File: src/rtl/int_alu_sequencer.sv
// rtl/int_alu_sequencer.sv - request/response sequencer for the integer ALU register file
// Optional macro INT_ALU_SEQ_DIVZERO_CHK_EN rejects DIV requests whose divisor (ReqSrc1) is zero.
module int_alu_sequencer #(
  parameter logic [3:0] INT_ALU_EN = 4'h1,
  parameter int         POLL_LIMIT = 16
) (
  input  logic         Clk,
  input  logic         Reset,
  input  logic         ReqValid,
  output logic         ReqReady,
  input  logic [7:0]   ReqOp,
  input  logic [255:0] ReqSrc1,
  input  logic [255:0] ReqSrc2,
  output logic         RspValid,
  input  logic         RspReady,
  output logic [255:0] RspData,
  output logic         RspError,
  output logic [15:0]  address,
  output logic         nWrite,
  output logic         nRead,
  output logic [255:0] ExeDataOut,
  input  logic [255:0] IntDataOut
);

  localparam int CW = $clog2(POLL_LIMIT + 1);

  typedef enum logic [2:0] {IDLE, WR_SRC1, WR_SRC2, WR_OP, POLL, RD_RES, RESP} state_t;

  state_t         state, state_nxt;
  logic [7:0]     op_q;
  logic [255:0]   src1_q, src2_q;
  logic [CW-1:0]  poll_cnt;
  logic [255:0]   rsp_data_q;
  logic           rsp_err_q;
  logic           div_zero, op_ok, done, poll_last;

`ifdef INT_ALU_SEQ_DIVZERO_CHK_EN
  assign div_zero = (ReqOp == 8'h13) && (ReqSrc1 == '0);
`else
  assign div_zero = 1'b0;
`endif

  assign op_ok     = (ReqOp >= 8'h10) && (ReqOp <= 8'h13) && !div_zero;
  assign done      = IntDataOut[0];
  assign poll_last = (poll_cnt == CW'(POLL_LIMIT - 1));

  always_comb begin
    state_nxt = state;
    case (state)
      IDLE:    if (ReqValid) state_nxt = op_ok ? WR_SRC1 : RESP;
      WR_SRC1: state_nxt = WR_SRC2;
      WR_SRC2: state_nxt = WR_OP;
      WR_OP:   state_nxt = POLL;
      POLL: begin
        if (done)           state_nxt = RD_RES;
        else if (poll_last) state_nxt = RESP;
      end
      RD_RES:  state_nxt = RESP;
      RESP:    if (RspReady) state_nxt = IDLE;
      default: state_nxt = IDLE;
    endcase
  end

  // Bus strobes and address are pure state decodes, so they never glitch on handshake inputs.
  always_comb begin
    address    = 16'h0;
    nWrite     = 1'b1;
    nRead      = 1'b1;
    ExeDataOut = '0;
    case (state)
      WR_SRC1: begin address = {INT_ALU_EN, 12'd0}; nWrite = 1'b0; ExeDataOut = src1_q; end
      WR_SRC2: begin address = {INT_ALU_EN, 12'd1}; nWrite = 1'b0; ExeDataOut = src2_q; end
      WR_OP:   begin address = {INT_ALU_EN, 12'd3}; nWrite = 1'b0; ExeDataOut = {248'b0, op_q}; end
      POLL:    begin address = {INT_ALU_EN, 12'd4}; nRead = 1'b0; end
      RD_RES:  begin address = {INT_ALU_EN, 12'd2}; nRead = 1'b0; end
      default: ;
    endcase
  end

  always_ff @(posedge Clk) begin
    if (Reset) begin
      state      <= IDLE;
      op_q       <= 8'h0;
      src1_q     <= '0;
      src2_q     <= '0;
      poll_cnt   <= '0;
      rsp_data_q <= '0;
      rsp_err_q  <= 1'b0;
    end else begin
      state <= state_nxt;
      case (state)
        IDLE: begin
          if (ReqValid) begin
            op_q       <= ReqOp;
            src1_q     <= ReqSrc1;
            src2_q     <= ReqSrc2;
            poll_cnt   <= '0;
            rsp_data_q <= '0;
            rsp_err_q  <= !op_ok;
          end
        end
        POLL: begin
          if (!done) begin
            poll_cnt <= poll_cnt + CW'(1);
            if (poll_last) begin
              rsp_data_q <= '0;
              rsp_err_q  <= 1'b1;
            end
          end
        end
        RD_RES: begin
          rsp_data_q <= IntDataOut;
          rsp_err_q  <= 1'b0;
        end
        default: ;
      endcase
    end
  end

  assign ReqReady = (state == IDLE);
  assign RspValid = (state == RESP);
  assign RspData  = rsp_data_q;
  assign RspError = rsp_err_q;

endmodule

File: config.mk
export PLATFORM = sky130hd
export DESIGN_NAME = int_alu_sequencer
export DESIGN_NICKNAME = d
export VERILOG_FILES = /design/src/rtl/int_alu_sequencer.sv
export SDC_FILE = /design/constraint.sdc
export NUM_CORES = 2
export LEC_CHECK = 0
export CAP_MARGIN = 20
export CELL_PAD_IN_SITES_DETAIL_PLACEMENT = 0
export CELL_PAD_IN_SITES_GLOBAL_PLACEMENT = 2
export CORE_AREA = 2 2 504 506
export DETAILED_ROUTE_END_ITERATION = 6
export DIE_AREA = 0 0 506 508
export PLACE_DENSITY = 0.56
export SETUP_SLACK_MARGIN = 0.1
export SLEW_MARGIN = 10
export SYNTH_ARGS = -nofsm -noshare
export SYNTH_HDL_FRONTEND = slang
export SYNTH_SLANG_ARGS = --single-unit
File: constraint.sdc
create_clock -name Clk -period 3.95 [get_ports Clk]
set_input_delay 1.185 -clock Clk [delete_from_list [all_inputs] [get_ports Clk]]
set_output_delay 1.185 -clock Clk [all_outputs]
set_load 0.005 [all_outputs]
# After elaboration in Yosys (flattened, before gate mapping)
# Cells that the tools add are included.
# classes
addsub	1
magnitude_cmp	2
n_eq_ne	12
n_mux	21
reduce_logical	11
# op_table
op	n
256-bit one-hot mux with 3 select lines	2
256-bit two-way mux	3
13-bit one-hot mux with 5 select lines	1
3-bit one-hot mux with 7 select lines	1
3-bit two-way mux	5
5-bit two-way mux	2
5-bit one-hot mux with 2 select lines	1
3-bit == test (second input constant)	3
8-bit by 5-bit greater-or-equal comparator with 1-bit output (second input constant)	1
8-bit by 5-bit <= comparator with 1-bit output (second input constant)	1
3-bit by 2-bit == test with 1-bit output (second input constant)	2
2-bit != test (second input constant)	3
3-bit AND reduction	2
5-bit by 1-bit adder with 5-bit output (second input constant)	1
5-bit by 4-bit == test with 1-bit output (second input constant)	1
1-bit two-way mux	5
4-bit AND reduction	1
3-bit by 1-bit == test with 1-bit output (second input constant)	1
3-bit zero test	1
3-bit != test (second input constant)	1
1-bit one-hot mux with 3 select lines	1
3-bit nonzero test	1
3-bit OR reduction	1
2-bit by 1-bit != test with 1-bit output (second input constant)	1
5 further kinds	5
# word_totals
ff_bits	785
input_bits	780
output_inout_bits	533
wordCells	54

# Depth between registers and ports, before layout
# logic_depth
word_depth	5
mapped_depth	9
mapped_depth_nobuf	7

# Worst setup path after synthesis
# OpenSTA, ideal clock, no wires.
# synth_timing
path_type	reg2out
from	reg state[2]
to	out ExeDataOut[104]
t_arrival_ps	1406
required_time_ps	2765
setup_slack_ps	1359
stages_incl_launch_ff	8
path_buffers	4
cell_sequence	dfxtp_1 -> buf_2 -> nor2_1 -> and2_1 -> buf_2 -> buf_2 -> buf_2 -> a22o_1
# synth_between
elab_chain_len	2
# synth_rtl
element	line_no	text
start, declared	29	state_t state, state_nxt;
start signal, assigned	90	state <= state_nxt;
3-bit by 2-bit == test with 1-bit output / 3-bit by 1-bit == test with 1-bit output (equally long branches)	70	case (state)
256-bit one-hot mux with 3 select lines *	70	
end, declared	21	output logic [255:0] ExeDataOut,
# Every way passes the cells marked *; elsewhere a longest branch is shown, timed or not.

# Final worst setup path
# layout_timing
from	reg state[1]
to	out ExeDataOut[71]
# Same word-level chain as after synthesis.

==> reports/metrics.cfg <==
[cells_and_area]
fillCellCount = 27900
syn_to_final_growth_pct = 73.8
design_area_mm2 = 0.0506
seq_area_mm2 = 0.0157
utilization_pct = 20.0
drive_gt1_share_pct = 9.29
multiInputGateArea_mm2 = 0.0118
nets = 5326

[cts]
cts_tree = yes
ctsLongestPathBuffers = 3
numCtsBuffers = 105
clock_sinks = 785
cts_root_buffer = clkbuf_16
clk_pin_slew_worst_paths_ns = 0.06
clk_latency_ns = 0.76
htreeDepth = 3

[place]
numPortBuffers = 1300
postPlaceCellArea_mm2 = 0.0457
place.gp.congestion = 0.871
hpwl_um = 153000

[critical_path]
critPathMaxFanout = 8
reg2reg_slack_ns = 1.52
arrival_ns = 2.59
worstSetupEndpointType = output port
critPathLaunchType = register
crit_chain = nor2_4 -> and2_4 -> buf_16 -> buf_16 -> buf_12 -> buf_4 -> a22o_1 -> dlygate4sd2_1
cp_slowest_cell = dfxtp_4
critPathMaxStageDelay_ns = 0.38
worstSetupPathType = register to output port
crit_path_frequent_cell = buf_16
required_ns = 2.76

[route]
vias_per_cell = 3.75
antenna_left = 0
wire_per_inst_um = 25.1
first_pass_iters = 5
drt_wl_total_um = 201000
drc = 0
vias = 30000
first_iter_violations = 1694

[grt]
grt_pass1_vias = 29700
grt_max_degree = 107
grt_pass1_wl_um = 266000
antenna_found_initial = 106
grt_usage_pct = 14.9
overflow = 0

[timing]
rsz0062_at_grt = true
min_period_over_period_pct = 95.6
worst_pin_slew_ns = 0.891
skew_ns = 0.0469
hold_ws_ns = 0.452
finalSetupViolations = 0
maxSlewHeadroom_pct = 40.6
maxSlewViolCount = 0
hold_viol = 0
period_needed_ns = 3.78
clock.fmax_mhz = 265

[job]
maxCapViolations = 0

[synth]
yosysWarnings = 0
ys_types = 39
synth-edff-count = 0
synthCells = 3254
synth_flop_cell = dfxtp_1
ys_seq_area_share_pct = 54.0
synth.avg_cell_area_um2 = 8.94
synthArstFlopShare_pct = 0
netlist_area_mm2 = 0.0291
yosys_register_bits = 785

[floorplanning]
die_w_um = 506
pin_count = 1313
num_rows = 185
die_h_um = 508
start_util_pct = 11.5
die_area_mm2 = 0.257
core_area_mm2 = 0.252

[power_and_ir_drop]
peakVddDrop_v = 0.000355
p_per_area_mw_per_mm2 = 525
power.leakage_nw = 19.3

[hold_path]
hold_path_class = register to register

[outcome]
status = finished, final reports clean

-- synthesized netlist by cell type (2+ instances only) --
library cell  number  area, µm²
buf_4             90        676
a22o_1           504       4410
buf_6             26        293
o21ai_0            3       15.0
or4_1              2       15.0
clkbuf_1          74        278
buf_2            115        576
ha_1               2       25.0
xor2_1             2       17.5
inv_1              4       15.0
dfxtp_1          785      15700
a21oi_1          533       2670
nor2b_1            3       18.8
mux2i_1            9       90.1
nand2_1         1048       3930
nand2b_1           3       18.8
nor3_1             4       20.0
nor2_1            25       93.8
nor4b_2            2       30.0
-- critical path, delay by kind of cell, from the launching register on --
kind / cells / cell delay, ns
simple gates: 2 / 0.20
compound gates: 1 / 0.23
buf+inv: 5 / 0.94
flops: 1 / 0.38
-- through the flow --
step                setup TNS, ns  instances  total power (W)  setup WS [ns]
detailed placement              0       7726           0.0159          0.323
global placement                0       7726           0.0159          0.335
global route                    0       8006           0.0279         0.0455
finish                          0       8015           0.0266          0.173
floorplan                       0       3265           0.0125           1.36
CTS                        -0.500       7972           0.0270        -0.0639
-- kinds of logic (layout without fill, tap and decap cells) --
| family | count (synthesis) | count (layout) | synth area share, % |
|---|---|---|---|
| muxes | 9 | 9 | 0.310 |
| and+or+nand+nor | 1096 | 1096 | 14.5 |
| buffers and inverters | 310 | 1672 | 6.33 |
| adders and majority gates | 2 | 2 | 0.0860 |
| AOI/OAI and AO/OA | 1049 | 1049 | 24.7 |
| DFF | 785 | 785 | 54.0 |
| other | 1 | 34 | 0.0129 |
| xor gates and xnor gates | 2 | 2 | 0.0602 |
-- where the power goes --
part	switching (W)	total (W)	internal, W
logic	0.00384	0.00691	0.00307
clock network	0.00419	0.0101	0.00593
registers	0.000705	0.00953	0.00883
total	0.00874	0.0266	0.0178
-- repair_timing --
action,4_1_cts,5_1_grt
hold buffers,0,0
resized for setup,374,100
setup endpoints to repair,258,48
setup buffers,43,21
pin swaps,19,7
cloned,13,2
-- sequential cells by signal, summed over array words and instances (netlist names) --
name,flops
src1_q,256
RspError,1
poll_cnt,5
op_q,8
src2_q,256
RspData,256
state,3
-- layout make-up --
cell class                 instances  area share, %
timing repair buffer            1477           30.0
multi-input combinational       2170           23.3
clock inverter                    46           1.21
tap                             3366           8.33
sequential                       785           31.1
inverter                           5         0.0446
clock buffer                     144           5.94
antenna                           22          0.109
-- cell usage in the layout (no fill, tap or decap), drive strengths merged, types with 5 or more instances in the layout --
cell type | Yosys | final
dlymetal6s2s | 0 | 21
clkbuf | 74 | 165
diode | 0 | 22
mux2i | 9 | 9
nand2 | 1048 | 1048
clkinv | 0 | 28
conb | 1 | 12
buf | 231 | 193
nor2 | 26 | 26
clkdlybuf4s50 | 0 | 1051
a22o | 504 | 504
clkdlybuf4s15 | 0 | 16
a21oi | 533 | 533
inv | 5 | 8
bufinv | 0 | 9
dlygate4sd2 | 0 | 171
nor3 | 5 | 5
dfxtp | 785 | 785
clkinvlp | 0 | 6
-- worst paths after layout --
check,start,to,cells after the start
hold / removal,src2_q[157]$_SDFFE_PP0P_,src2_q[157]$_SDFFE_PP0P_,2
hold reg to reg,src2_q[157]$_SDFFE_PP0P_,src2_q[157]$_SDFFE_PP0P_,2
setup reg to reg,poll_cnt[0]$_SDFFE_PP0P_,RspData[54]$_SDFFE_PP0P_,9
setup / recovery,state[1]$_SDFFE_PP0P_,ExeDataOut[71],8
-- routing by layer --
layer / share of wire [%] / GRT usage (%) / up-vias
met4: 3.2 / 4.68 / 104
met2: 51 / 27.1 / 1247
li1: - / - / 13900
met3: 9.1 / 6.14 / 333
met5: 0.32 / 0 / -
met1: 36 / 15.5 / 14500
(Power assumes the default switching activity.)
